===== config.mk =====
export PLATFORM = sky130hd
export DESIGN_NAME = mmu_mem_arbiter
export DESIGN_NICKNAME = d
export VERILOG_FILES = /design/src/rtl/mmu_mem_arbiter_pkg.sv /design/src/rtl/mmu_mem_arbiter_tagfifo.sv /design/src/rtl/mmu_mem_arbiter.sv
export SDC_FILE = /design/constraint.sdc
export NUM_CORES = 1
export LEC_CHECK = 0
export CORE_AREA = 2 2 175 177
export DETAILED_ROUTE_END_ITERATION = 6
export DIE_AREA = 0 0 177 179
export SLEW_MARGIN = 20
export SYNTH_ARGS = -nofsm -noshare
export SYNTH_HDL_FRONTEND = slang
export SYNTH_HIERARCHICAL = 1
export SYNTH_SLANG_ARGS = --single-unit

===== constraint.sdc =====
create_clock -name iCLOCK -period 8.4 [get_ports iCLOCK]
set_input_delay 0.84 -clock iCLOCK [delete_from_list [all_inputs] [get_ports iCLOCK]]
set_output_delay 0.84 -clock iCLOCK [all_outputs]
set_load 0.02 [all_outputs]

===== src/rtl/mmu_mem_arbiter_pkg.sv =====
// Shared encodings and the request-register layout for the MMU memory arbiter.
// Source IDs double as the tag stored per outstanding read.
package mmu_mem_arbiter_pkg;

    localparam logic SRC_WALK = 1'b0;
    localparam logic SRC_ACC  = 1'b1;

    localparam logic READ  = 1'b0;
    localparam logic WRITE = 1'b1;

    typedef struct packed {
        logic        valid;
        logic        src;
        logic        rw;
        logic [31:0] addr;
        logic [63:0] data;
        logic [7:0]  mask;
    } req_t;

endpackage


===== src/rtl/mmu_mem_arbiter_tagfifo.sv =====
// 1-bit-wide tag FIFO recording which requester owns each outstanding read.
// A pop is honoured only when non-empty; a push is honoured when not full or when popping.
module mmu_mem_arbiter_tagfifo #(
    parameter int P_DEPTH   = 4,
    parameter int P_DEPTH_N = 2
) (
    input  logic                 iCLOCK,
    input  logic                 inRESET,
    input  logic                 iPUSH,
    input  logic                 iPUSH_DATA,
    input  logic                 iPOP,
    output logic                 oPOP_DATA,
    output logic [P_DEPTH_N:0]   oCOUNT,
    output logic                 oFULL,
    output logic                 oEMPTY
);

    localparam logic [P_DEPTH_N:0] DEPTH_C = (P_DEPTH_N + 1)'(P_DEPTH);

    logic [P_DEPTH-1:0]   mem_q, mem_d;
    logic [P_DEPTH_N-1:0] wr_ptr_q, wr_ptr_d;
    logic [P_DEPTH_N-1:0] rd_ptr_q, rd_ptr_d;
    logic [P_DEPTH_N:0]   count_q, count_d;
    logic                 push_ok, pop_ok;

    always_comb begin
        pop_ok   = iPOP && (count_q != '0);
        push_ok  = iPUSH && ((count_q != DEPTH_C) || pop_ok);
        mem_d    = mem_q;
        wr_ptr_d = wr_ptr_q;
        rd_ptr_d = rd_ptr_q;
        count_d  = count_q;
        if (push_ok) begin
            mem_d[wr_ptr_q] = iPUSH_DATA;
            wr_ptr_d        = wr_ptr_q + 1'b1;
        end
        if (pop_ok) begin
            rd_ptr_d = rd_ptr_q + 1'b1;
        end
        case ({push_ok, pop_ok})
            2'b10:   count_d = count_q + 1'b1;
            2'b01:   count_d = count_q - 1'b1;
            default: count_d = count_q;
        endcase
    end

    always_ff @(posedge iCLOCK or negedge inRESET) begin
        if (!inRESET) begin
            mem_q    <= '0;
            wr_ptr_q <= '0;
            rd_ptr_q <= '0;
            count_q  <= '0;
        end else begin
            mem_q    <= mem_d;
            wr_ptr_q <= wr_ptr_d;
            rd_ptr_q <= rd_ptr_d;
            count_q  <= count_d;
        end
    end

    assign oPOP_DATA = mem_q[rd_ptr_q];
    assign oCOUNT    = count_q;
    assign oFULL     = (count_q == DEPTH_C);
    assign oEMPTY    = (count_q == '0);

endmodule


===== src/rtl/mmu_mem_arbiter.sv =====
// Merges MMU page-walk reads and translated accesses onto one 64-bit memory bus,
// steering in-order read responses back to their owner via a tag FIFO.
module mmu_mem_arbiter
    import mmu_mem_arbiter_pkg::*;
#(
    parameter int P_DEPTH   = 4,
    parameter int P_DEPTH_N = 2,
    parameter int P_STARVE  = 4
) (
    input  logic        iCLOCK,
    input  logic        inRESET,
    input  logic        iWALK_REQ,
    output logic        oWALK_LOCK,
    input  logic [31:0] iWALK_ADDR,
    output logic        oWALK_VALID,
    input  logic        iWALK_LOCK,
    output logic [63:0] oWALK_DATA,
    input  logic        iACC_REQ,
    output logic        oACC_LOCK,
    input  logic        iACC_RW,
    input  logic [31:0] iACC_ADDR,
    input  logic [63:0] iACC_DATA,
    input  logic [7:0]  iACC_MASK,
    output logic        oACC_VALID,
    input  logic        iACC_LOCK,
    output logic [63:0] oACC_DATA,
    output logic        oMEM_REQ,
    input  logic        iMEM_LOCK,
    output logic        oMEM_RW,
    output logic [31:0] oMEM_ADDR,
    output logic [63:0] oMEM_DATA,
    output logic [7:0]  oMEM_MASK,
    input  logic        iMEM_VALID,
    output logic        oMEM_LOCK,
    input  logic [63:0] iMEM_DATA
);

    localparam int                   STARVE_W   = $clog2(P_STARVE + 1);
    localparam logic [STARVE_W-1:0]  STARVE_MAX = STARVE_W'(P_STARVE);
    localparam logic [P_DEPTH_N+1:0] DEPTH_W    = (P_DEPTH_N + 2)'(P_DEPTH);

    req_t                req_q, req_d;
    logic [STARVE_W-1:0] starve_q, starve_d;

    logic               issue, slot_free, reg_read, read_hazard;
    logic               walk_ok, acc_ok, acc_force, walk_grant, acc_grant;
    logic               push, pop, resp_walk, resp_acc, mem_lock;
    logic               fifo_head, fifo_full, fifo_empty;
    logic [P_DEPTH_N:0] fifo_count;

    always_comb begin
        issue     = req_q.valid && !iMEM_LOCK;
        slot_free = !req_q.valid || issue;
        reg_read  = req_q.valid && (req_q.rw == READ);
        // A read already sitting in the register will claim a tag slot, so count it.
        read_hazard = fifo_full ||
            (({1'b0, fifo_count} + {{(P_DEPTH_N + 1){1'b0}}, reg_read}) >= DEPTH_W);
        walk_ok    = iWALK_REQ && slot_free && !read_hazard;
        acc_ok     = iACC_REQ && slot_free && !((iACC_RW == READ) && read_hazard);
        acc_force  = iACC_REQ && (starve_q == STARVE_MAX);
        acc_grant  = acc_ok && (acc_force || !walk_ok);
        walk_grant = walk_ok && !acc_grant;
        push       = issue && (req_q.rw == READ);

        req_d = req_q;
        if (issue) begin
            req_d.valid = 1'b0;
        end
        if (walk_grant) begin
            req_d.valid = 1'b1;
            req_d.src   = SRC_WALK;
            req_d.rw    = READ;
            req_d.addr  = iWALK_ADDR;
            req_d.data  = '0;
            req_d.mask  = 8'hFF;
        end else if (acc_grant) begin
            req_d.valid = 1'b1;
            req_d.src   = SRC_ACC;
            req_d.rw    = iACC_RW;
            req_d.addr  = iACC_ADDR;
            req_d.data  = iACC_DATA;
            req_d.mask  = iACC_MASK;
        end

        starve_d = starve_q;
        if (!iACC_REQ || acc_grant) begin
            starve_d = '0;
        end else if (walk_grant && (starve_q != STARVE_MAX)) begin
            starve_d = starve_q + 1'b1;
        end
    end

    always_comb begin
        resp_walk = !fifo_empty && (fifo_head == SRC_WALK);
        resp_acc  = !fifo_empty && (fifo_head == SRC_ACC);
        mem_lock  = 1'b0;
        if (resp_walk) begin
            mem_lock = iWALK_LOCK;
        end else if (resp_acc) begin
            mem_lock = iACC_LOCK;
        end
        pop = iMEM_VALID && !mem_lock && !fifo_empty;
    end

    always_ff @(posedge iCLOCK or negedge inRESET) begin
        if (!inRESET) begin
            req_q    <= '0;
            starve_q <= '0;
        end else begin
            req_q    <= req_d;
            starve_q <= starve_d;
        end
    end

    mmu_mem_arbiter_tagfifo #(
        .P_DEPTH   (P_DEPTH),
        .P_DEPTH_N (P_DEPTH_N)
    ) u_tagfifo (
        .iCLOCK     (iCLOCK),
        .inRESET    (inRESET),
        .iPUSH      (push),
        .iPUSH_DATA (req_q.src),
        .iPOP       (pop),
        .oPOP_DATA  (fifo_head),
        .oCOUNT     (fifo_count),
        .oFULL      (fifo_full),
        .oEMPTY     (fifo_empty)
    );

`ifndef SYNTHESIS
    always @(posedge iCLOCK) begin
        if (inRESET && iMEM_VALID && fifo_empty) begin
            $display("mmu_mem_arbiter: orphan read response dropped at %0t", $time);
        end
    end
`endif

    assign oWALK_LOCK  = iWALK_REQ && !walk_grant;
    assign oACC_LOCK   = iACC_REQ && !acc_grant;
    assign oWALK_VALID = iMEM_VALID && resp_walk;
    assign oACC_VALID  = iMEM_VALID && resp_acc;
    assign oWALK_DATA  = iMEM_DATA;
    assign oACC_DATA   = iMEM_DATA;
    assign oMEM_LOCK   = mem_lock;
    assign oMEM_REQ    = req_q.valid;
    assign oMEM_RW     = req_q.rw;
    assign oMEM_ADDR   = req_q.addr;
    assign oMEM_DATA   = req_q.data;
    assign oMEM_MASK   = req_q.mask;

endmodule


### After elaboration in Yosys (flattened, before gate mapping)

Cells that the tools add are included.

| cells by class | value |
|---|---|
| $add $sub $neg | 6 |
| $lt $le $gt $ge | 4 |
| eq/ne operators | 6 |
| mux-type cells | 13 |
| bitwise operators | 3 |
| reductions and logical operators | 44 |

Operators with widths:

| kind | count |
|---|---|
| 2-to-1 mux 107 bit | 2 |
| logical AND 1 bit | 23 |
| zero test 1 bit | 10 |
| adder 3 x 1 -> 3 bit, second input constant | 2 |
| equality test 3 bit, second input constant | 2 |
| < comparator 2 x 3 -> 1 bit, second input constant | 2 |
| 2-to-1 mux 3 bit | 2 |
| != test 3 bit, second input constant | 2 |
| one-hot mux 3 bit (2 select lines) | 1 |
| nonzero test 2 bit | 3 |
| nonzero test 3 bit | 2 |
| logical OR 1 bit | 5 |
| 2-to-1 mux 1 bit | 5 |
| adder 2 x 1 -> 2 bit, second input constant | 2 |
| adder 3 x 1 -> 4 bit | 1 |
| bitwise mux 4 bit | 1 |
| >= comparator 4 x 3 -> 1 bit, second input constant | 1 |
| zero test 3 bit | 1 |
| inverter 1 bit | 3 |
| subtractor 3 x 1 -> 3 bit, second input constant | 1 |
| binary-select mux 1 bit (select 2 bit) | 1 |
| demux 1 bit (select 2 bit) | 1 |
| equality test 2 x 1 -> 1 bit, second input constant | 1 |
| equality test 2 bit, second input constant | 1 |
| >= comparator 2 x 1 -> 1 bit, second input constant | 1 |

| word-level totals | value |
|---|---|
| flip-flop bits (word level) | 121 |
| bits of input ports | 209 |
| output and inout bits | 239 |
| logic and storage cells | 87 |

### Longest topological paths before layout

Gate-level depths: netlist (run 1).

| depth | value |
|---|---|
| word-level depth | 15 |
| depth in mapped cells | 12 |
| depth with buffers taken out | 12 |

### Cells and area by module

Netlist (run 1), hierarchy kept.

By module, submodules not included:

| module | times used | cells an instance | area each (um2) | seq. area each (um2) |
|---|---|---|---|---|
| mmu_mem_arbiter | 1 | 547 | 6124.6 | 2752.6 |
| mmu_mem_arbiter_tagfifo | 1 | 50 | 618.1 | 275.3 |

### Least setup slack after synthesis (run 1)

OpenSTA, ideal clock, no wires.

| path | value |
|---|---|
| path kind | reg2reg |
| from | register u_tagfifo.rd_ptr_q[0] |
| to | register u_tagfifo.count_q[2], in the netlist u_tagfifo/oCOUNT[2] |
| setup time | 79 ps |
| arrival | 2988 ps |
| data required time | 8321 ps |
| slack | 5333 ps |
| stages on the path, launching flop included | 13 |
| path buffers | 0 |
| period minus slack after synthesis | 3067 ps |
| cell sequence | dfrtp_1 mux4_2 mux2i_1 nor2_1 nor2_1 nor4b_4 nand2b_4 ha_1 inv_1 fa_1 xor2_1 nor2_1 xor2_1 |

| on the way | value |
|---|---|
| cells in the longest elaborated chain, start to end | 13 |
| elaborated cells between the ends (all ways) | 17 |
| those cells by class | eq/ne: 2; mux: 5; bitwise: 1; reduce/logical: 9 |

Ends and longest elaborated chain:

| what | RTL line | text |
|---|---|---|
| start, declared | mmu_mem_arbiter_tagfifo.sv:22 | `logic [P_DEPTH_N-1:0] rd_ptr_q, rd_ptr_d;` |
| start signal, assigned | mmu_mem_arbiter_tagfifo.sv:56 | `rd_ptr_q <= rd_ptr_d;` |
| binary-select mux 1 bit (select 2 bit) (*) | mmu_mem_arbiter_tagfifo.sv:61 | `assign oPOP_DATA = mem_q[rd_ptr_q];` |
| 2-to-1 mux 1 bit (implied by the code) (*) | mmu_mem_arbiter_tagfifo.sv:61 |  |
| named net fifo_head | mmu_mem_arbiter.sv:48 | `logic fifo_head, fifo_full, fifo_empty;` |
| logical AND 1 bit / inverter 1 bit (equally long branches) | mmu_mem_arbiter.sv:95, mmu_mem_arbiter.sv:94 |  |
| 2-to-1 mux 1 bit / logical AND 1 bit (equally long branches) | mmu_mem_arbiter.sv:99, mmu_mem_arbiter.sv:94 |  |
| 2-to-1 mux 1 bit (*) | mmu_mem_arbiter.sv:97 | `if (resp_walk) begin` |
| named net oMEM_LOCK | mmu_mem_arbiter.sv:34 | `output logic oMEM_LOCK,` |
| zero test 1 bit (*) | mmu_mem_arbiter.sv:102 | `pop = iMEM_VALID && !mem_lock && !fifo_empty;` |
| logical AND 1 bit (*) (2 in series) | mmu_mem_arbiter.sv:102 |  |
| named net pop | mmu_mem_arbiter.sv:47 | `logic push, pop, resp_walk, resp_acc, mem_lock;` |
| logical AND 1 bit (*) | mmu_mem_arbiter_tagfifo.sv:27 | `pop_ok = iPOP && (count_q != '0);` |
| logical OR 1 bit | mmu_mem_arbiter_tagfifo.sv:28 | `push_ok = iPUSH && ((count_q != DEPTH_C) \|\| pop_ok);` |
| logical AND 1 bit | mmu_mem_arbiter_tagfifo.sv:28 |  |
| equality test 2 x 1 -> 1 bit / equality test 2 bit (equally long branches) | mmu_mem_arbiter_tagfifo.sv:40 | `case ({push_ok, pop_ok})` |
| one-hot mux 3 bit (2 select lines) / nonzero test 2 bit (equally long branches) | n/a |  |
| end signal, assigned | mmu_mem_arbiter_tagfifo.sv:57 | `count_q <= count_d;` |
| end, declared | mmu_mem_arbiter_tagfifo.sv:23 | `logic [P_DEPTH_N:0] count_q, count_d;` |

The timed path passes the listed nets; every way through them passes the cells marked *. The select of a mux whose other input is x is not followed.
A chain may end at the register's enable or synchronous reset.

### Final worst setup path (run 1)

| path | value |
|---|---|
| from | input port iWALK_REQ |
| to | output port oWALK_LOCK |

| on the way | value |
|---|---|
| cells in the longest elaborated chain, start to end | 9 |

Ends and longest elaborated chain:

| what | RTL line | text |
|---|---|---|
| start, declared | mmu_mem_arbiter.sv:12 | `input logic iWALK_REQ,` |
| logical AND 1 bit (2 in series) | mmu_mem_arbiter.sv:58 | `walk_ok = iWALK_REQ && slot_free && !read_hazard;` |
| zero test 1 bit | mmu_mem_arbiter.sv:61 | `acc_grant = acc_ok && (acc_force \|\| !walk_ok);` |
| logical OR 1 bit | mmu_mem_arbiter.sv:61 |  |
| logical AND 1 bit | mmu_mem_arbiter.sv:61 |  |
| zero test 1 bit | mmu_mem_arbiter.sv:62 | `walk_grant = walk_ok && !acc_grant;` |
| logical AND 1 bit | mmu_mem_arbiter.sv:62 |  |
| zero test 1 bit | mmu_mem_arbiter.sv:138 | `assign oWALK_LOCK = iWALK_REQ && !walk_grant;` |
| logical AND 1 bit (*) | mmu_mem_arbiter.sv:138 |  |
| end, declared | mmu_mem_arbiter.sv:13 | `output logic oWALK_LOCK,` |

Mark *: on every way between the ends. The rest lies on a longest branch, timed or not.

==> flow_results.org, run 1 <==
** CTS
- Root Buffer Master :: sky130_fd_sc_hd__clkbuf_16
- For this design, the sink count on the clock tree is 121.
- TritonCTS buffer count :: 17
- After clock tree synthesis, the setup repair step added 0 buffers.
- TritonCTS built the clock tree.
- Buffers from clock root to sink, at most :: 2
- For this design, the CTS-stage hold fixing added 0 buffers.
- Post-cts resize count :: 0
- For the worst-skew pair, the clock arrives at the later sink with an insertion delay of 0.41 ns.
- CTS HTree Levels :: 4
- After clock tree synthesis, the clock-pin slew on the worst setup and hold paths is 0.05 ns.

** Finish
- After the last flow step, the layout net total stands at 834.
- Layout fillers :: 3104
- Synthesis-to-layout area growth :: 25.8%
- The post-route netlist has 7.34% of its cells at a drive strength greater than 1.
- After the flow finishes, the layout carries non-filler instances totaling 1023.
- The repair_antennas step left the layout with diodes totalling 0.

** Timing
- The final-report hold violation count is 0.
- Setup repair after global routing left no endpoint under its margin.
- Share of the cycle needed by the critical path after routing :: 46.3%
- Slew Limit Fails :: 0
- Worst slew slack as a fraction of its limit :: 42.5%
- Static timing analysis puts the maximum clock frequency at 257 MHz.
- Adding up every negative setup slack in the final design gives 0 ns.
- Setup Skew :: 0.00599 ns
- Actual slew at the worst max-slew pin :: 0.863 ns
- Tmin final :: 3.89 ns
- Setup violations remaining at the end of the flow were counted as 0.

** Die
- The floorplan step defined a die boundary enclosing 0.0317 mm^2.
- Measured along the y axis, the die boundary spans 179 um.
- The total area inside the core boundary comes to 0.0300 mm^2.
- Die width :: 177 um
- For this configuration, the core starts out at a cell density of 22.5%.
- 448 I/O pins were placed.
- The floorplan has 64 rows.

** Power and ir drop
- Net switching is 36.6% of the power.
- Of the total power, the clock network draws 21.5%.
- Share of power burned in combinational logic :: 47.0%
- Internal cell power :: 2.08 mW
- Summed over all cells, the static leakage comes to 3.58 nW.
- Ratio of total power to cell area :: 387 mW/mm^2
- VDD sags by at most 0.000147 V.
- Register share of total power :: 31.4%
- Switching Power :: 1.20 mW

** Synth
- Async set-or-reset flop fraction in the synthesized netlist :: 100%
- After synthesis, the netlist uses 42 different library cells.
- By count the netlist is led by sky130_fd_sc_hd__buf_4 (232), sky130_fd_sc_hd__dfrtp_1 (121), sky130_fd_sc_hd__a22o_1 (65).
- Ys flop type :: sky130_fd_sc_hd__dfrtp_1
- Adder and majority gate portion of the synthesized area :: 1.60%
- After synthesis the cells add up to 0.00674 mm^2.
- Cells after synthesis :: 597
- Of the total synthesized cell area, the portion taken by AND, OR, NAND and NOR gates is 6.59%.
- Measured against the total synthesized area, the mux share comes to 1.69%.
- Combinational family with the most area after synthesis :: buffers and inverters
- Count of flip-flops with a built-in enable after synthesis :: 0
- Of the synthesized area, sequential elements account for 44.9%.
- After synthesis, the mean cell area works out to 11.3 um^2.
- After Yosys synthesis, XOR and XNOR cells account for 0.909% of the synthesized area.
- The synthesized design spends more area on one cell type than any other, namely sky130_fd_sc_hd__dfrtp_1.
- Synthesis produced a netlist with a net count of 814.
- Leading cell type by number of instances after synthesis :: sky130_fd_sc_hd__buf_4
- Flip-flop and latch count after synthesis :: 121
- Post-synth top area share :: 44.9%
- The synthesized netlist devotes 15.3% of its cell area to compound gates.
- Yosys printed 6 warnings.
- Largest cells by area after synthesis :: sky130_fd_sc_hd__dfrtp_1 (45%), sky130_fd_sc_hd__buf_4 (26%), sky130_fd_sc_hd__a22o_1 (8.4%), sky130_fd_sc_hd__a221o_1 (5.5%), sky130_fd_sc_hd__and2_1 (3.2%)

** Routing
- Using the TritonRoute via totals, the vias-per-cell ratio works out to 4.09.
- DRC violations left :: 0
- The first detailed-routing pass ran for 4 iterations.
- Per-cell routed wire length :: 16.8 um
- Post-route antenna net violation count :: 0
- Summed over all layers, the routed wires come to 17200 um.
- First-iteration detailed-routing DRC count :: 159
- Via Count :: 4182

** Worst setup path
- Length in cells of the worst reg-to-reg path :: 12
- STA classifies the critical path startpoint as an input port.
- Endpoint of the worst register-to-register path :: u_tagfifo/oCOUNT[2]
- Largest stage delay on the critical path :: 0.77 ns
- Worst setup slack for register-to-register paths :: 5.40 ns
- Timing startpoint of the critical path :: iWALK_REQ
- In this design, the largest share of critical-path delay is due to simple AND/OR/NAND/NOR gates.
- Counting stages on the worst path, the most repeated cell is sky130_fd_sc_hd__clkdlybuf4s50_1.
- In this run the worst path has a maximum fanout of 39.
- Path type of the worst setup path :: in -> out
- Critical path, cell by cell :: clkdlybuf4s50_1 -> nor3b_2 -> and4_2 -> nor2b_1 -> clkdlybuf4s50_1
- Worst-path cell with the longest stage delay :: sky130_fd_sc_hd__and4_2
- Endpoint kind of the worst setup timing path :: output pin
- Reg-to-reg startpoint :: u_tagfifo/rd_ptr_q[0]
- At the worst endpoint, the required time is 7.56 ns.
- Signal arrival time at the worst endpoint :: 3.05 ns
- Total buffers and inverters traversed by the critical path :: 2

** Global route
- Overflow left after global routing :: 0
- The number of antenna violations at the first check in global routing came to 0.
- Largest net degree at the start of global routing :: 70
- Global routing consumed, over all layers together, 10.5% of the routing resources.
- The number of global-route vias before repair came to 4222.
- Global-route wire length before repair :: 25000 um

** Job
- Number of violations of the max-capacitance limit :: 0

** Min path
- In this run the worst hold path is classified as in -> async.

** Run status
- The flow ran to the end, and the final reports show no timing, DRC or antenna violations.

** Place
- At the end of routability-driven placement, the weighted congestion stood at 0.702.
- HPWL reported at the end of detailed placement :: 12100 um
- Port Buffer Count :: 255
- Placed Instances :: 994
power groups by stage:
stage	Sequential (mW)	Clock, mW	Combinational, mW
floorplan	0.994	0	1.29
global placement	1.04	0	1.55
detailed placement	1.04	0	1.56
CTS	1.03	0.739	1.57
global route	1.07	0.769	1.65
finish	1.03	0.707	1.54
area by class of cell:
class | instances | area (um^2) | area share, %
multi-input cells | 208 | 1780 | 21.0
well taps | 396 | 495 | 5.84
repair buffers | 259 | 2580 | 30.5
clock buffers | 19 | 453 | 5.34
clock inverters | 10 | 104 | 1.22
flip-flops and latches | 121 | 3030 | 35.7
inverters | 10 | 37.5 | 0.443
cells in the final DEF, fill, tap and decap left out, types with 3 or more instances in the layout:
| master | instances |
|---|---|
| sky130_fd_sc_hd__mux2_1 | 4 |
| sky130_fd_sc_hd__and2_1 | 34 |
| sky130_fd_sc_hd__a22o_1 | 65 |
| sky130_fd_sc_hd__clkbuf_16 | 17 |
| sky130_fd_sc_hd__o22a_1 | 3 |
| sky130_fd_sc_hd__dfrtp_1 | 121 |
| sky130_fd_sc_hd__clkinv_2 | 7 |
| sky130_fd_sc_hd__xnor2_1 | 4 |
| sky130_fd_sc_hd__xor2_1 | 3 |
| sky130_fd_sc_hd__a221o_1 | 37 |
| sky130_fd_sc_hd__clkdlybuf4s50_1 | 254 |
| sky130_fd_sc_hd__inv_1 | 10 |
| sky130_fd_sc_hd__and3_1 | 3 |
| sky130_fd_sc_hd__buf_4 | 4 |
| sky130_fd_sc_hd__nor2_1 | 11 |
| sky130_fd_sc_hd__ha_1 | 7 |
| sky130_fd_sc_hd__nand2_1 | 8 |
routing by layer:
metal / vias to the layer above / global-route usage (%) / share of wire [%]
met5: - / 0 / 0
met4: 0 / 5.30 / 2.8
met3: 46 / 4.83 / 11
met2: 207 / 15.7 / 45
met1: 2040 / 12.6 / 42
li1: 1889 / - / -
sequential cells by signal, indices dropped and copies added, names as in the netlist:
name	cells
u_tagfifo/wr_ptr_q	2
oMEM_MASK	8
starve_q	3
oMEM_RW	1
u_tagfifo/rd_ptr_q	2
oMEM_ADDR	32
u_tagfifo/mem_q	4
oMEM_REQ	1
oMEM_DATA	64
u_tagfifo/oCOUNT	3
req_q	1
metrics by stage:
stage / power (mW) / instance area, um^2 / setup WS [ns] / hold WS, ns / util, %
finish: 3.28 / 8480 / 4.51 / 0.389 / 28.2
global route: 3.49 / 8480 / 4.33 / 0.404 / 28.2
CTS: 3.35 / 8480 / 4.42 / 0.386 / 28.2
detailed placement: 2.60 / 7920 / 4.44 / 0.477 / 26.4
global placement: 2.59 / 7920 / 4.47 / 0.468 / 26.4
floorplan: 2.29 / 6740 / 5.33 / 0.452 / -
worst reg2reg max path, cell delays in order (launching register included):
cell and delay [ns]:
sky130_fd_sc_hd__dfrtp_1 0.40, sky130_fd_sc_hd__mux4_2 0.56, sky130_fd_sc_hd__mux2i_1 0.14, sky130_fd_sc_hd__nor2_1 0.12
sky130_fd_sc_hd__nor2_1 0.12, sky130_fd_sc_hd__nor4b_4 0.33, sky130_fd_sc_hd__nand2b_4 0.22, sky130_fd_sc_hd__ha_1 0.19
sky130_fd_sc_hd__inv_1 0.06, sky130_fd_sc_hd__fa_1 0.37, sky130_fd_sc_hd__xor2_1 0.15, sky130_fd_sc_hd__nor2_1 0.12
sky130_fd_sc_hd__xor2_1 0.15
logic make-up (layout without fill, tap and decap cells):
kind of cell	count (synthesis)	after routing
buffers and inverters	268	298
flip-flops	121	121
AO/OA/AOI/OAI	114	114
AND/OR/NAND/NOR	70	70
multiplexers	9	9
adder cells (fa/ha/maj)	8	8
XOR/XNOR	7	7
worst max-delay path by stage:
stage / end / cells after the start
after global placement: oWALK_LOCK / 5
after detailed placement: oWALK_LOCK / 5
after global routing: oWALK_LOCK / 5
after CTS: oWALK_LOCK / 5
after floorplan: u_tagfifo/oCOUNT[2] / 12
final: oWALK_LOCK / 5
No activity file was read; power rests on OpenSTA's default activity.
==> inputs of run 2 (changes only) <==
==> constraint.sdc (replaced) <==
create_clock -name iCLOCK -period 3.8 [get_ports iCLOCK]
set_input_delay 0.38 -clock iCLOCK [delete_from_list [all_inputs] [get_ports iCLOCK]]
set_output_delay 0.38 -clock iCLOCK [all_outputs]
set_load 0.02 [all_outputs]
==> flow_results.org, run 2 (synthesis results as in run 1) <==
** Finish
- Multi-input gate area in the final layout :: 0.00178 mm^2 (unchanged)
- From synthesis to final layout, the design area changed by 26.8%.
- The number of nets in the layout is 836 (+0.24%).
- Flip-flop count of the largest register after layout :: 64 (unchanged)
- Diodes inserted :: 0 (unchanged)
- Commonest non-fill, non-tap cells in the layout :: sky130_fd_sc_hd__clkdlybuf4s50_1 (254), sky130_fd_sc_hd__dfrtp_1 (121), sky130_fd_sc_hd__a22o_1 (65)
- The number of fill cells was 3105 (+0.032%).
- The library cell used most frequently in the layout, excluding fill and tap cells, is sky130_fd_sc_hd__clkdlybuf4s50_1.
- Final cell count without fillers :: 1026 (+0.29%)
- Area taken by flip-flops and latches :: 0.00303 mm^2 (unchanged)
- The fraction of layout cells with a size suffix above 1 was 7.30% (-0.035 points).

** Worst setup path
- Traced cell by cell, the critical path runs through inv_1 -> and3_1 -> nor3b_2 -> and2_1 -> a211o_1 -> and2_1 -> clkdlybuf4s50_1.
- The data arrival time of the critical path came to 2.86 ns (-0.19 ns).
- Endpoint kind of the worst setup timing path :: output pin
- Worst-path cell with the longest stage delay :: sky130_fd_sc_hd__clkdlybuf4s50_1
- On the critical path the largest part of the delay comes from simple AND/OR/NAND/NOR gates.
- Timing startpoint of the critical path :: u_tagfifo/oCOUNT[0]
- Most used cell, CP :: sky130_fd_sc_hd__and2_1
- Largest stage delay on the critical path :: 0.60 ns (-0.17 ns)
- The startpoint identified for the worst register-to-register timing path is u_tagfifo/rd_ptr_q[0].
- Critical path data required time :: 3.42 ns (-4.14 ns)
- Total buffers and inverters traversed by the critical path :: 2 (unchanged)
- Startpoint kind of the worst setup timing path :: flop
- The peak fanout along the critical path came to 7 (-82%).
- Path type of the worst setup path :: reg -> out

** Timing
- The total count of max-transition violations in the final report came to 0 (unchanged).
- After layout, the minimum clock period comes to 3.24 ns.
- Setup repair after global routing left no endpoint under its margin.
- Max Clock Freq :: 308 MHz
- The worst hold slack after final layout is 0.0734 ns (-0.315 ns).
- Setup tns final :: 0 ns (unchanged)
- Actual slew at the worst max-slew pin :: 0.857 ns (-0.00606 ns)
- The worst path uses 85.4% of the clock period.
- The maximum clock skew at final layout came to 0.0102 ns (+0.00418 ns).
- The final-report hold violation count was 0 (unchanged).
- Worst slew slack as a fraction of its limit :: 42.9% (+0.40 points)
- The number of endpoints failing setup at the final stage came to 0 (unchanged).

** Power and ir drop
- Leak :: 3.60 nW (+0.58%)
- The power density normalized to cell area was 863 mW/mm^2 (+120%).
- The worst ir drop on vdd is 0.000273 V (+86%).
- The overall power consumption is 7.37 mW (+120%).
- Share of power burned in combinational logic :: 46.9% (about the same)
- Share of total power consumed by net switching :: 36.3% (-0.35 points)
- The power spent charging and discharging nets is 2.68 mW (+120%).
- The clock power share came to 22.2% (+0.7 points).
- Register share of total power :: 30.9% (-0.5 points)
- The internal power is 4.70 mW (+130%).

** CTS
- The maximum clock insertion buffer count is 2 (unchanged).
- Number of post-CTS setup repair buffers :: 0 (unchanged)
- Post-cts resize count :: 0 (unchanged)
- CTS HTree Levels :: 4 (unchanged)
- Clock insertion delay at the later pin of the skew report :: 0.41 ns (about the same)
- The total clock buffers created by CTS was 17 (unchanged).
- CTS Sinks :: 121 (unchanged)
- Number of hold-repair buffers added at the cts stage :: 0 (unchanged)
- TritonCTS built the clock tree.
- Clock transition time at the flip-flop clock pins of the worst setup and hold paths :: 0.06 ns (about the same)
- Root Buffer Master :: sky130_fd_sc_hd__clkbuf_16

** Place
- The placed cell count came to 996 (+0.20%).
- The weighted congestion at the end of routability-driven global placement is 0.733 (+4.5%).
- The detailed placement HPWL came to 11900 um (-1.8%).
- The number of buffers inserted by port buffering is 255 (unchanged).

** Routing
- Post-route antenna net violation count :: 0 (unchanged)
- Via Count :: 4124 (-1.4%)
- Vias per inst :: 4.02 (-1.7%)
- First-iteration detailed-routing DRC count :: 235 (+48%)
- The total routed wirelength was 17200 um (+0.37%).
- The DRC violations left is 0 (unchanged).
- Per-cell routed wire length :: 16.8 um (about the same)
- The detailed-routing iteration count for the pre-antenna-repair pass came to 4 (unchanged).

** Global route
- Aggregate global-route resource usage :: 10.7% (+0.17 points)
- Global-route wire length before repair :: 25300 um (+1.4%)
- The maximum number of pins on one net before global-route repair is 91 (+30%).
- Initial antenna violation count :: 0 (unchanged)
- The number of global-route vias before repair is 4296 (+1.8%).
- The overall overflow remaining after global route was 0 (unchanged).

** Run status
- Run status :: finished, final reports clean

** Min path
- The path class of the tightest hold or removal check is in -> async.

** Die
- The core area was 0.0300 mm^2 (unchanged).
- The area of the die was 0.0317 mm^2 (unchanged).
- The floorplan die height came to 179 um (unchanged).
- The initial core utilization came to 22.5% (unchanged).
- The number of primary I/O pins is 448 (unchanged).
- The die width came to 177 um (unchanged).
- The number of standard-cell rows in the floorplan is 64 (unchanged).

** Job
- The number of max-capacitance violations reported is 0 (unchanged).
==> run 2: cell types whose count changed in the layout (fill, tap and decap cells not counted) <==
cell,change
sky130_fd_sc_hd__clkinv_2,-4
sky130_fd_sc_hd__clkbuf_1,+3
sky130_fd_sc_hd__buf_12,+2
sky130_fd_sc_hd__bufinv_16,+1
sky130_fd_sc_hd__clkinvlp_4,+1
==> run 2: layer usage <==
layer | share of wire, % | vias to the layer above | track usage [%]
li1 | - | 1886 | -
met1 | 43 | 1995 | 13.4
met2 | 45 | 206 | 15.8
met3 | 9.8 | 37 | 4.52
met4 | 2.3 | 0 | 4.72
met5 | 0 | - | 0
==> run 2: layout make-up <==
cell class | instances | area share, %
repair buffers | 261 | 30.7
clock buffers | 22 | 5.43
inverters | 10 | 0.439
multi-input cells | 208 | 20.8
well taps | 396 | 5.80
clock inverters | 8 | 1.42
flip-flops and latches | 121 | 35.4
==> run 2: path summary, 6_finish.rpt <==
path	endpoint	slack, ns	cells after the start
worst min register to register	u_tagfifo/mem_q[0]	0.48	1
min in group iCLOCK	u_tagfifo/mem_q[0]	0.48	1
worst min-delay path	oMEM_DATA[43]	0.07	1
worst max register to register	u_tagfifo/oCOUNT[2]	0.84	12
max in group asynchronous	oMEM_ADDR[24]	2.93	2
worst max-delay path	oACC_LOCK	0.56	7
==> run 2: power groups by stage <==
stage	sequential, mW	clock, mW	combinational, mW
6_report	2.28	1.64	3.46
5_1_grt	2.36	1.78	3.70
4_1_cts	2.28	1.71	3.51
3_5_place_dp	2.29	0	3.49
3_3_place_gp	2.28	0	3.48
2_1_floorplan	2.20	0	2.86
==> run 2: per-stage QoR <==
step	util (%)	setup WS, ns	area (um^2)
5_1_grt	28.5	0.310	8550
3_5_place_dp	26.5	0.842	7960
2_1_floorplan	-	0.733	6740
4_1_cts	28.5	0.543	8550
3_3_place_gp	26.5	0.888	7960
6_report	28.5	0.556	8550
==> run 2: worst reg2reg max path, cell delays in order (launching register included) <==
cell and delay, ns:
sky130_fd_sc_hd__dfrtp_1 0.40, sky130_fd_sc_hd__mux4_2 0.56, sky130_fd_sc_hd__mux2i_1 0.14, sky130_fd_sc_hd__nor2_1 0.13, sky130_fd_sc_hd__nor2_1 0.10, sky130_fd_sc_hd__nor4b_4 0.31
sky130_fd_sc_hd__nand2b_4 0.22, sky130_fd_sc_hd__ha_1 0.19, sky130_fd_sc_hd__inv_1 0.06, sky130_fd_sc_hd__fa_1 0.37, sky130_fd_sc_hd__xor2_1 0.15, sky130_fd_sc_hd__nor2_1 0.11
sky130_fd_sc_hd__xor2_1 0.15
==> inputs of run 3 (changes only) <==
--- a/config.mk
+++ b/config.mk
@@ -8,6 +8,7 @@
 export CORE_AREA = 2 2 175 177
 export DETAILED_ROUTE_END_ITERATION = 6
 export DIE_AREA = 0 0 177 179
+export HOLD_SLACK_MARGIN = 0.1
 export SLEW_MARGIN = 20
 export SYNTH_ARGS = -nofsm -noshare
 export SYNTH_HDL_FRONTEND = slang
==> flow_results.org, run 3 (synthesis results as in run 1) <==
** Routing
- The detailed-routing wirelength on met1 is 7410 um (-0.39%).
- The total routed wirelength was 17200 um (about the same).
- The via density per instance is 4.02 (about the same).
- DRC violations left :: 0 (unchanged)
- DR WL met2 :: 7690 um (unchanged)
- Per-cell routed wire length :: 16.8 um (-0.10%)
- The met3 wire length is 1720 um (+1.7%).
- The count of routing violations after the opening detailed-route iteration was 236 (+0.43%).
- Top routing layer in use :: met4
- The detailed-routing iteration count for the pre-antenna-repair pass came to 4 (unchanged).
- Post-route antenna net violation count :: 0 (unchanged)
- Via Count :: 4132 (+0.19%)

** Finish
- From synthesis to final layout, the design area changed by 26.9%.
- Layout fillers :: 3102 (-0.097%)
- Commonest non-fill, non-tap cells in the layout :: sky130_fd_sc_hd__clkdlybuf4s50_1 (254), sky130_fd_sc_hd__dfrtp_1 (121), sky130_fd_sc_hd__a22o_1 (65)
- The fraction of layout cells with a size suffix above 1 was 7.29% (-0.012 points).
- The library cell used most frequently in the layout, excluding fill and tap cells, is sky130_fd_sc_hd__clkdlybuf4s50_1.
- Final net count :: 837 (+0.12%)
- The number of inserted diodes was 0 (unchanged).
- Flip-flop count of the largest register after layout :: 64 (unchanged)

** Worst setup path
- By startpoint and endpoint, the worst setup path is classified as reg -> out.
- Startpoint kind of the worst setup timing path :: flop
- Critical path, cell by cell :: inv_1 -> and3_1 -> nor3b_2 -> and2_1 -> a211o_1 -> and2_1 -> clkdlybuf4s50_1
- The required time at the endpoint of the critical path was 3.42 ns (about the same).
- Cell family contributing the most delay on the critical path :: simple AND/OR/NAND/NOR gates
- STA classifies the critical path endpoint as an output pin.
- Counting stages on the worst path, the most repeated cell is sky130_fd_sc_hd__and2_1.
- The peak fanout along the critical path was 7 (unchanged).
- The maximum cell stage delay along the critical path was 0.60 ns (about the same).
- The data arrival time of the critical path is 2.86 ns (about the same).
- Worst-path cell with the longest stage delay :: sky130_fd_sc_hd__clkdlybuf4s50_1
- The count of buffering cells on the critical path with inverters included came to 2 (unchanged).

** Run status
- Run status :: finished, final reports clean

** Timing
- Tmin final :: 3.24 ns (-0.0000940 ns)
- The final-report hold violation count was 0 (unchanged).
- The worst hold slack after final layout came to 0.482 ns (+0.408 ns).
- RSZ-0062 raised after global routing :: no
- Setup tns final :: 0 ns (unchanged)
- Min setup slack post-route :: 0.556 ns (+0.0000940 ns)
- The maximum clock skew at final layout was 0.0102 ns (+0.000000200 ns).
- The normalized max-slew margin was 42.8% (-0.080 points).
- Actual slew at the worst max-slew pin :: 0.858 ns (+0.00120 ns)
- The number of endpoints failing setup at the final stage came to 0 (unchanged).
- Slew Limit Fails :: 0 (unchanged)
- The maximum clock frequency is 308 MHz (about the same).
- Share of the cycle needed by the critical path after routing :: 85.4% (about the same)

** Job
- The number of max-capacitance violations reported was 0 (unchanged).

** Global route
- Aggregate global-route resource usage :: 10.7% (unchanged)
- Largest net degree at the start of global routing :: 91 (unchanged)
- Initial antenna violation count :: 0 (unchanged)
- The overall overflow remaining after global route is 0 (unchanged).
- The first-pass GRT wire length is 25300 um (unchanged).
- The number of global-route vias before repair was 4299 (+0.070%).

** CTS
- Number of post-CTS setup repair buffers :: 0 (unchanged)
- The count of hold-fix buffers inserted at cts is 1 (+1).
- Root Buffer Master :: sky130_fd_sc_hd__clkbuf_16
- CTS Sinks :: 121 (unchanged)
- CTS tree :: done
- Clock transition time at the flip-flop clock pins of the worst setup and hold paths :: 0.06 ns (about the same)
- The clock latency on the worst-skew pair came to 0.41 ns (about the same).
- The maximum clock insertion buffer count came to 2 (unchanged).
- The post-cts repair resize count came to 0 (unchanged).
- The total clock buffers created by CTS is 17 (unchanged).
- The CTS H-tree depth was 4 (unchanged).

** Place
- Placer congestion estimate :: 0.733 (unchanged)
- The pre-CTS worst setup slack was 0.842 ns (unchanged).
- Port Buffer Count :: 255 (unchanged)
- The detailed placement HPWL is 11900 um (unchanged).

** Die
- The area of the die was 0.0317 mm^2 (unchanged).
- The number of primary I/O pins came to 448 (unchanged).
- The core area came to 0.0300 mm^2 (unchanged).
- Initial core utilization :: 22.5% (unchanged)
- Number of placement rows :: 64 (unchanged)
- The die width was 177 um (unchanged).
- Die boundary height :: 179 um (unchanged)

** Power and ir drop
- The power density normalized to cell area came to 861 mW/mm^2 (-0.15%).
- The worst ir drop on vdd was 0.000273 V (unchanged).
- Leak :: 3.60 nW (+0.12%)
- Overall power of the completed layout :: 7.37 mW (about the same)

** Min path
- Hold WC Path Type :: reg -> reg
[run 3: changes by cell type in the layout (fill, tap and decap cells not counted), sizes merged]
cell	change
dlygate4sd3	+1
[run 3: path summary, 6_finish.rpt]
check | endpoint | slack, ns | start | cells after the start
max reg2reg | u_tagfifo/oCOUNT[2] | 0.84 | u_tagfifo/rd_ptr_q[0] | 12
max in group asynchronous | oMEM_ADDR[24] | 2.36 | inRESET | 3
max | oACC_LOCK | 0.56 | u_tagfifo/oCOUNT[0] | 7
min in group asynchronous | oMEM_DATA[43] | 0.65 | inRESET | 2
min reg2reg | u_tagfifo/mem_q[0] | 0.48 | u_tagfifo/mem_q[0] | 1
min | u_tagfifo/mem_q[0] | 0.48 | u_tagfifo/mem_q[0] | 1
[run 3: final cells by class]
type | count | area [um^2] | share of cell area, %
Timing Repair Buffer | 262 | 2630 | 30.8
Tap cell | 396 | 495 | 5.79
Inverter | 10 | 37.5 | 0.439
Sequential cell | 121 | 3030 | 35.4
Clock inverter | 8 | 121 | 1.42
Multi-Input combinational cell | 208 | 1780 | 20.8
Clock buffer | 22 | 464 | 5.42
[run 3: layer usage]
layer / vias up / GRT usage [%]
met1: 2003 / 13.4
li1: 1887 / -
met2: 205 / 15.8
met3: 37 / 4.52
met4: 0 / 4.72
met5: - / 0
[run 3: per-stage QoR]
| step | std cells | utilization (%) | cell area [um^2] |
|---|---|---|---|
| 5_1_grt | 1027 | 28.5 | 8560 |
| 3_5_place_dp | 996 | 26.5 | 7960 |
| 4_1_cts | 1027 | 28.5 | 8560 |
| 6_report | 1027 | 28.5 | 8560 |
| 2_1_floorplan | 597 | - | 6740 |
| 3_3_place_gp | 996 | 26.5 | 7960 |
[run 3: where the power goes]
part / switching (mW) / internal (mW)
Clock: 0.580 / 1.06
Combinational: 1.71 / 1.75
Sequential: 0.388 / 1.89
==> RTL change 1, RTL diff (settings of run 2) <==
Register the output `oWALK_DATA`, cleared by the reset; this adds one clock of latency there. The other outputs are not delayed to match.
--- a/src/rtl/mmu_mem_arbiter.sv
+++ b/src/rtl/mmu_mem_arbiter.sv
@@ -140,5 +140,11 @@
     assign oWALK_VALID = iMEM_VALID && resp_walk;
     assign oACC_VALID  = iMEM_VALID && resp_acc;
-    assign oWALK_DATA  = iMEM_DATA;
+    always_ff @(posedge iCLOCK or negedge inRESET) begin
+        if (!inRESET) begin
+            oWALK_DATA <= '0;
+        end else begin
+            oWALK_DATA <= iMEM_DATA;
+        end
+    end
     assign oACC_DATA   = iMEM_DATA;
     assign oMEM_LOCK   = mem_lock;
Formal check against the unedited RTL: not equivalent (Yosys sat finds a counterexample within 4 cycles, from zero or initial values and one cycle with inRESET low).
==> RTL change 1 against run 2 <==
- largest power group unchanged
- setup slack better by 0.28 ns
- worst hold slack better by 0.32 ns
- final area up 41%
- routed wire length up 33%
- global-route usage up 3.5 points
- sequential power up 32%
- largest cell class unchanged
- first-iteration DRC count down 8.1%
- sequential cell count up 64
- combinational power up 10%
- total power up 16%
- critical path depth unchanged
- highest routed layer unchanged
- synthesized area up 17%
- via count up 31%
==> RTL change 1: results (changes against run 2) <==
| Metric | Value |
|---|---|
| Slowest stage delay, CP | 0.63 ns (was 0.60 ns) |
| Number of fill cells | 2,825 (was 3,105) |
| Placed cell areas | 11,500 sq um (was 7960 sq um) |
| Top delay family on crit path | simple AND/OR/NAND/NOR gates (unchanged) |
| Placer congestion estimate | 0.760 (was 0.733) |
| Clk_skew | 0.0124 ns (was 0.0102 ns) |
| Syn_nets | 813 (was 814) |
| Post-synthesis adder-cell area fraction | 1.37% (was 1.60%) |
| Wire per inst | 17.9 um (was 16.8 um) |
| Reg2reg setup slack | 0.88 ns (was 0.84 ns) |
| Crit path max fanout | 6 (was 7) |
| Pleak | 5.10 nW (was 3.60 nW) |
| Synth Area in Compound Gates | 13.1% (was 15.3%) |
| IO Port Bufs | 447 (was 255) |
| Synth cell types | 39 (was 42) |
| Iteration-0 DRC count of the detailed router | 216 (was 235) |
| Hold/Removal Path Class | in -> reg (was in -> async) |
| Root buf cell | clkbuf_16 (unchanged) |
| Sequential share of the synthesized area | 58.9% (was 44.9%) |
| CTS Buffer Depth | 2 (unchanged) |
| Synth cell count leaders | dfrtp_1, buf_4, a22o_1 (was buf_4, dfrtp_1, a22o_1) |
| Synth Area in XOR/XNOR | 0.780% (was 0.909%) |
| Hold path cells | 1 |
| GRT Overall Usage | 14.2% (was 10.7%) |
| Clock-pin slew on the worst setup and hold paths | 0.08 ns (was 0.06 ns) |
| First-pass GRT wire length | 33.5 mm (was 25.3 mm) |
| # Post-CTS Setup Buffers | 0 (unchanged) |
| Inserted Clock Buffers | 17 (unchanged) |
| Place WS | 0.859 ns (was 0.842 ns) |
| Largest net degree at the start of global routing | 110 (was 91) |
| Hold Buf Count CTS | 1 (was 0) |
| Layout cells sized above 1 | 5.63% (was 7.30%) |
| Peak supply drop | 0.290 mV (was 0.273 mV) |
| Run status | finished, final reports clean (unchanged) |
| Slew HR | 39.2% (was 42.9%) |
| Vias in the first global route | 5,610 (was 4,296) |
| Arr. time, crit path | 2.59 ns (was 2.86 ns) |
| Worst-Skew Late Latency | 0.45 ns (was 0.41 ns) |
| Synth top area cells | dfrtp_1, buf_4, a22o_1 (unchanged) |
| Final nets | 1,092 (was 836) |
| Multiplexer area fraction after synthesis | 1.56% (was 1.69%) |
| Antenna diodes | 0 (unchanged) |
| Dpl hpwl | 16.4 mm (was 11.9 mm) |
| Via density | 4.22 (was 4.02) |
==> RTL change 1: changes by cell type after synthesis, sizes merged, moves of 2 or more <==
cell / delta
a221o: +2
and3: -2
buf: -63
dfrtp: +64
mux2i: +2
nor3b: +3
nor4b: -2
o22a: -3
==> RTL change 1: metal layers <==
metal / GRT usage (%) / vias to the layer above / part of all wire [%]
li1: - / 2482 / -
met1: 18.1 / 2654 / 41
met2: 22.5 / 267 / 50
met3: 4.37 / 20 / 7.9
met4: 5.61 / 0 / 1.8
met5: 0 / - / 0
==> RTL change 1: how the worst max path moves through the flow <==
stage / endpoint / slack, ns
2_1_floorplan: u_tagfifo/oCOUNT[2] / 0.73
3_3_place_gp: u_tagfifo/oCOUNT[2] / 0.88
3_5_place_dp: u_tagfifo/oCOUNT[2] / 0.86
4_1_cts: oACC_LOCK / 0.76
5_1_grt: oACC_LOCK / 0.61
6_report: oACC_LOCK / 0.83
==> RTL change 1: report_power, final <==
group | switching, mW | internal [mW]
registers | 0.406 | 2.60
clock network | 0.845 | 0.921
logic | 1.89 | 1.92
==> RTL change 1: layout make-up <==
| type | count | area (sq um) | share of cell area [%] |
|---|---|---|---|
| Clock buffer | 18 | 429 | 3.55 |
| Clock inverter | 14 | 140 | 1.16 |
| Inverter | 10 | 37.5 | 0.311 |
| Multi-Input combinational cell | 206 | 1790 | 14.8 |
| Sequential cell | 185 | 4630 | 38.3 |
| Tap cell | 396 | 495 | 4.10 |
| Timing Repair Buffer | 455 | 4570 | 37.8 |
==> RTL change 1: stage by stage <==
stage	hold slack (ns)	utilization, %	instances
floorplan	0.0844	-	596
global placement	0.465	38.3	1251
detailed placement	0.477	38.3	1251
CTS	0.357	40.2	1284
global route	0.366	40.2	1284
finish	0.396	40.2	1284
==> RTL change 2, RTL diff (config.mk and constraints of run 2) <==
Without the edit above. `P_DEPTH_N` is set to 2 in 2 places; all go to 4.
--- a/src/rtl/mmu_mem_arbiter_tagfifo.sv
+++ b/src/rtl/mmu_mem_arbiter_tagfifo.sv
@@ -3,5 +3,5 @@
 module mmu_mem_arbiter_tagfifo #(
     parameter int P_DEPTH   = 4,
-    parameter int P_DEPTH_N = 2
+    parameter int P_DEPTH_N = 4
 ) (
     input  logic                 iCLOCK,
--- a/src/rtl/mmu_mem_arbiter.sv
+++ b/src/rtl/mmu_mem_arbiter.sv
@@ -5,5 +5,5 @@
 #(
     parameter int P_DEPTH   = 4,
-    parameter int P_DEPTH_N = 2,
+    parameter int P_DEPTH_N = 4,
     parameter int P_STARVE  = 4
 ) (
Formal check against the unedited RTL: same outputs for any inputs over 4 cycles, from zero or initial values and one cycle with inRESET low; that may be too few to reach the edited logic, so the function may still have changed.
==> RTL change 2 against run 2 <==
- clock power up 5%
- maximum frequency down 6.3%
- synthesized area up 4.6%
- critical path type unchanged
- total power up 3.3%
- routed wire length up 5.2%
- sequential cell count up 4
- count of clock-buffer cells in the layout down 2
- final area up 4.4%
- sequential share of layout area down 0.39 points
- setup slack worse by 0.22 ns
==> RTL change 2: results (changes against run 2) <==
| Metric | Value |
|---|---|
| CTS Sinks | 125 (was 121) |
| Placer congestion estimate | 0.753 (was 0.733) |
| Synth cell count leaders | buf_4, dfrtp_1, a22o_1 (unchanged) |
| Peak supply drop | 0.288 mV (was 0.273 mV) |
| CTS resizes | 0 (unchanged) |
| Worst-Skew Late Latency | 0.43 ns (was 0.41 ns) |
| Reg2reg setup slack | 0.50 ns (was 0.84 ns) |
| GRT Overall Usage | 11.2% (was 10.7%) |
| Worst R2R Start | u_tagfifo/oCOUNT[1] (was u_tagfifo/rd_ptr_q[0]) |
| Layout cells sized above 1 | 7.53% (was 7.30%) |
| Routed WL | 18.1 mm (was 17.2 mm) |
| Register-to-Register Path Depth | 12 (unchanged) |
| Final nets | 885 (was 836) |
| CP Launch Point | oMEM_REQ (was u_tagfifo/oCOUNT[0]) |
| Largest net degree at the start of global routing | 74 (was 91) |
| Sequential share of the synthesized area | 44.4% (was 44.9%) |
| Arr. time, crit path | 3.08 ns (was 2.86 ns) |
| Synth cell types | 42 (unchanged) |
| Final Cycle Share | 91.1% (was 85.4%) |
| Syn_nets | 860 (was 814) |
| Slew HR | 53.2% (was 42.9%) |
| Run status | finished, final reports clean (unchanged) |
| Hold WS | 0.483 ns (was 0.0734 ns) |
| Max FFs per register | 64 (unchanged) |
| Hold Buf Count CTS | 1 (was 0) |
| Synth top area cells | dfrtp_1, buf_4, a22o_1 (unchanged) |
| Initial Utilization | 23.5% (was 22.5%) |
| Vias in the first global route | 4,585 (was 4,296) |
| Dpl hpwl | 12.7 mm (was 11.9 mm) |
| Slowest stage delay, CP | 0.60 ns (about the same) |
| Hold/Removal Path Class | reg -> reg (was in -> async) |
| Pleak | 3.79 nW (was 3.60 nW) |
| IO Port Bufs | 255 (unchanged) |
| Place WS | 0.543 ns (was 0.842 ns) |
| First-pass GRT wire length | 26.4 mm (was 25.3 mm) |
| Antenna diodes | 0 (unchanged) |
| Total number of vias | 4,512 (was 4,124) |
| Placed cell areas | 8300 sq um (was 7960 sq um) |
| Reg-to-Reg End | u_tagfifo/oCOUNT[4] (was u_tagfifo/oCOUNT[2]) |
| Clk_skew | 0.00969 ns (was 0.0102 ns) |
| Iteration-0 DRC count of the detailed router | 186 (was 235) |
| Clock-pin slew on the worst setup and hold paths | 0.06 ns (about the same) |
| Crit path max fanout | 13 (was 7) |
[RTL change 2: kinds of logic after synthesis]
family,count (synthesis),synth area share [%]
fa+ha+maj,12,2.24
flops,125,44.4
buf+inv,268,27.6
xor+xnor,11,1.37
mux,10,1.69
compound gates,125,15.6
simple gates,88,7.10
[RTL change 2: layout make-up]
type	count	area [sq um]
Clock inverter	12	161
Fill cell	3037	21100
Multi-Input combinational cell	246	2000
Tap cell	396	495
Clock buffer	20	457
Timing Repair Buffer	265	2660
Sequential cell	125	3130
Inverter	9	33.8
[RTL change 2: worst min path at each step]
| stage | start | endpoint | cells after the start |
|---|---|---|---|
| 2_1_floorplan | inRESET | oMEM_ADDR[0] | 0 |
| 3_3_place_gp | inRESET | oMEM_ADDR[15] | 1 |
| 3_5_place_dp | inRESET | oMEM_ADDR[9] | 1 |
| 4_1_cts | u_tagfifo/rd_ptr_q[1] | u_tagfifo/rd_ptr_q[1] | 1 |
| 5_1_grt | u_tagfifo/wr_ptr_q[3] | u_tagfifo/wr_ptr_q[3] | 1 |
| 6_report | u_tagfifo/rd_ptr_q[1] | u_tagfifo/rd_ptr_q[1] | 1 |
[RTL change 2: through the flow]
step | cells | power [mW] | utilization [%]
after floorplan | 639 | 5.16 | -
after global placement | 1040 | 5.89 | 27.6
after detailed placement | 1040 | 5.93 | 27.6
after global routing | 1073 | 8.08 | 29.7
after CTS | 1073 | 7.74 | 29.7
final | 1073 | 7.61 | 29.7
[RTL change 2: critical path, delay by kind of cell (launching register included)]
kind            cells  cell delay [ns]
buf+inv             2             0.80
simple gates        4             0.56
compound gates      2             0.51
flops               1             0.39
fa+ha+maj           2             0.38
[RTL change 2: where the power goes]
part | switching [mW] | total [mW] | internal (mW)
logic | 1.82 | 3.60 | 1.78
clock network | 0.652 | 1.72 | 1.07
registers | 0.374 | 2.29 | 1.92
total | 2.84 | 7.61 | 4.77
[RTL change 2: layer usage]
| layer | GRT usage [%] | part of all wire (%) | vias to the layer above |
|---|---|---|---|
| li1 | - | - | 2056 |
| met1 | 13.2 | 42 | 2197 |
| met2 | 17.3 | 46 | 202 |
| met3 | 4.56 | 9.0 | 57 |
| met4 | 6.30 | 2.9 | 0 |
| met5 | 0 | 0 | - |
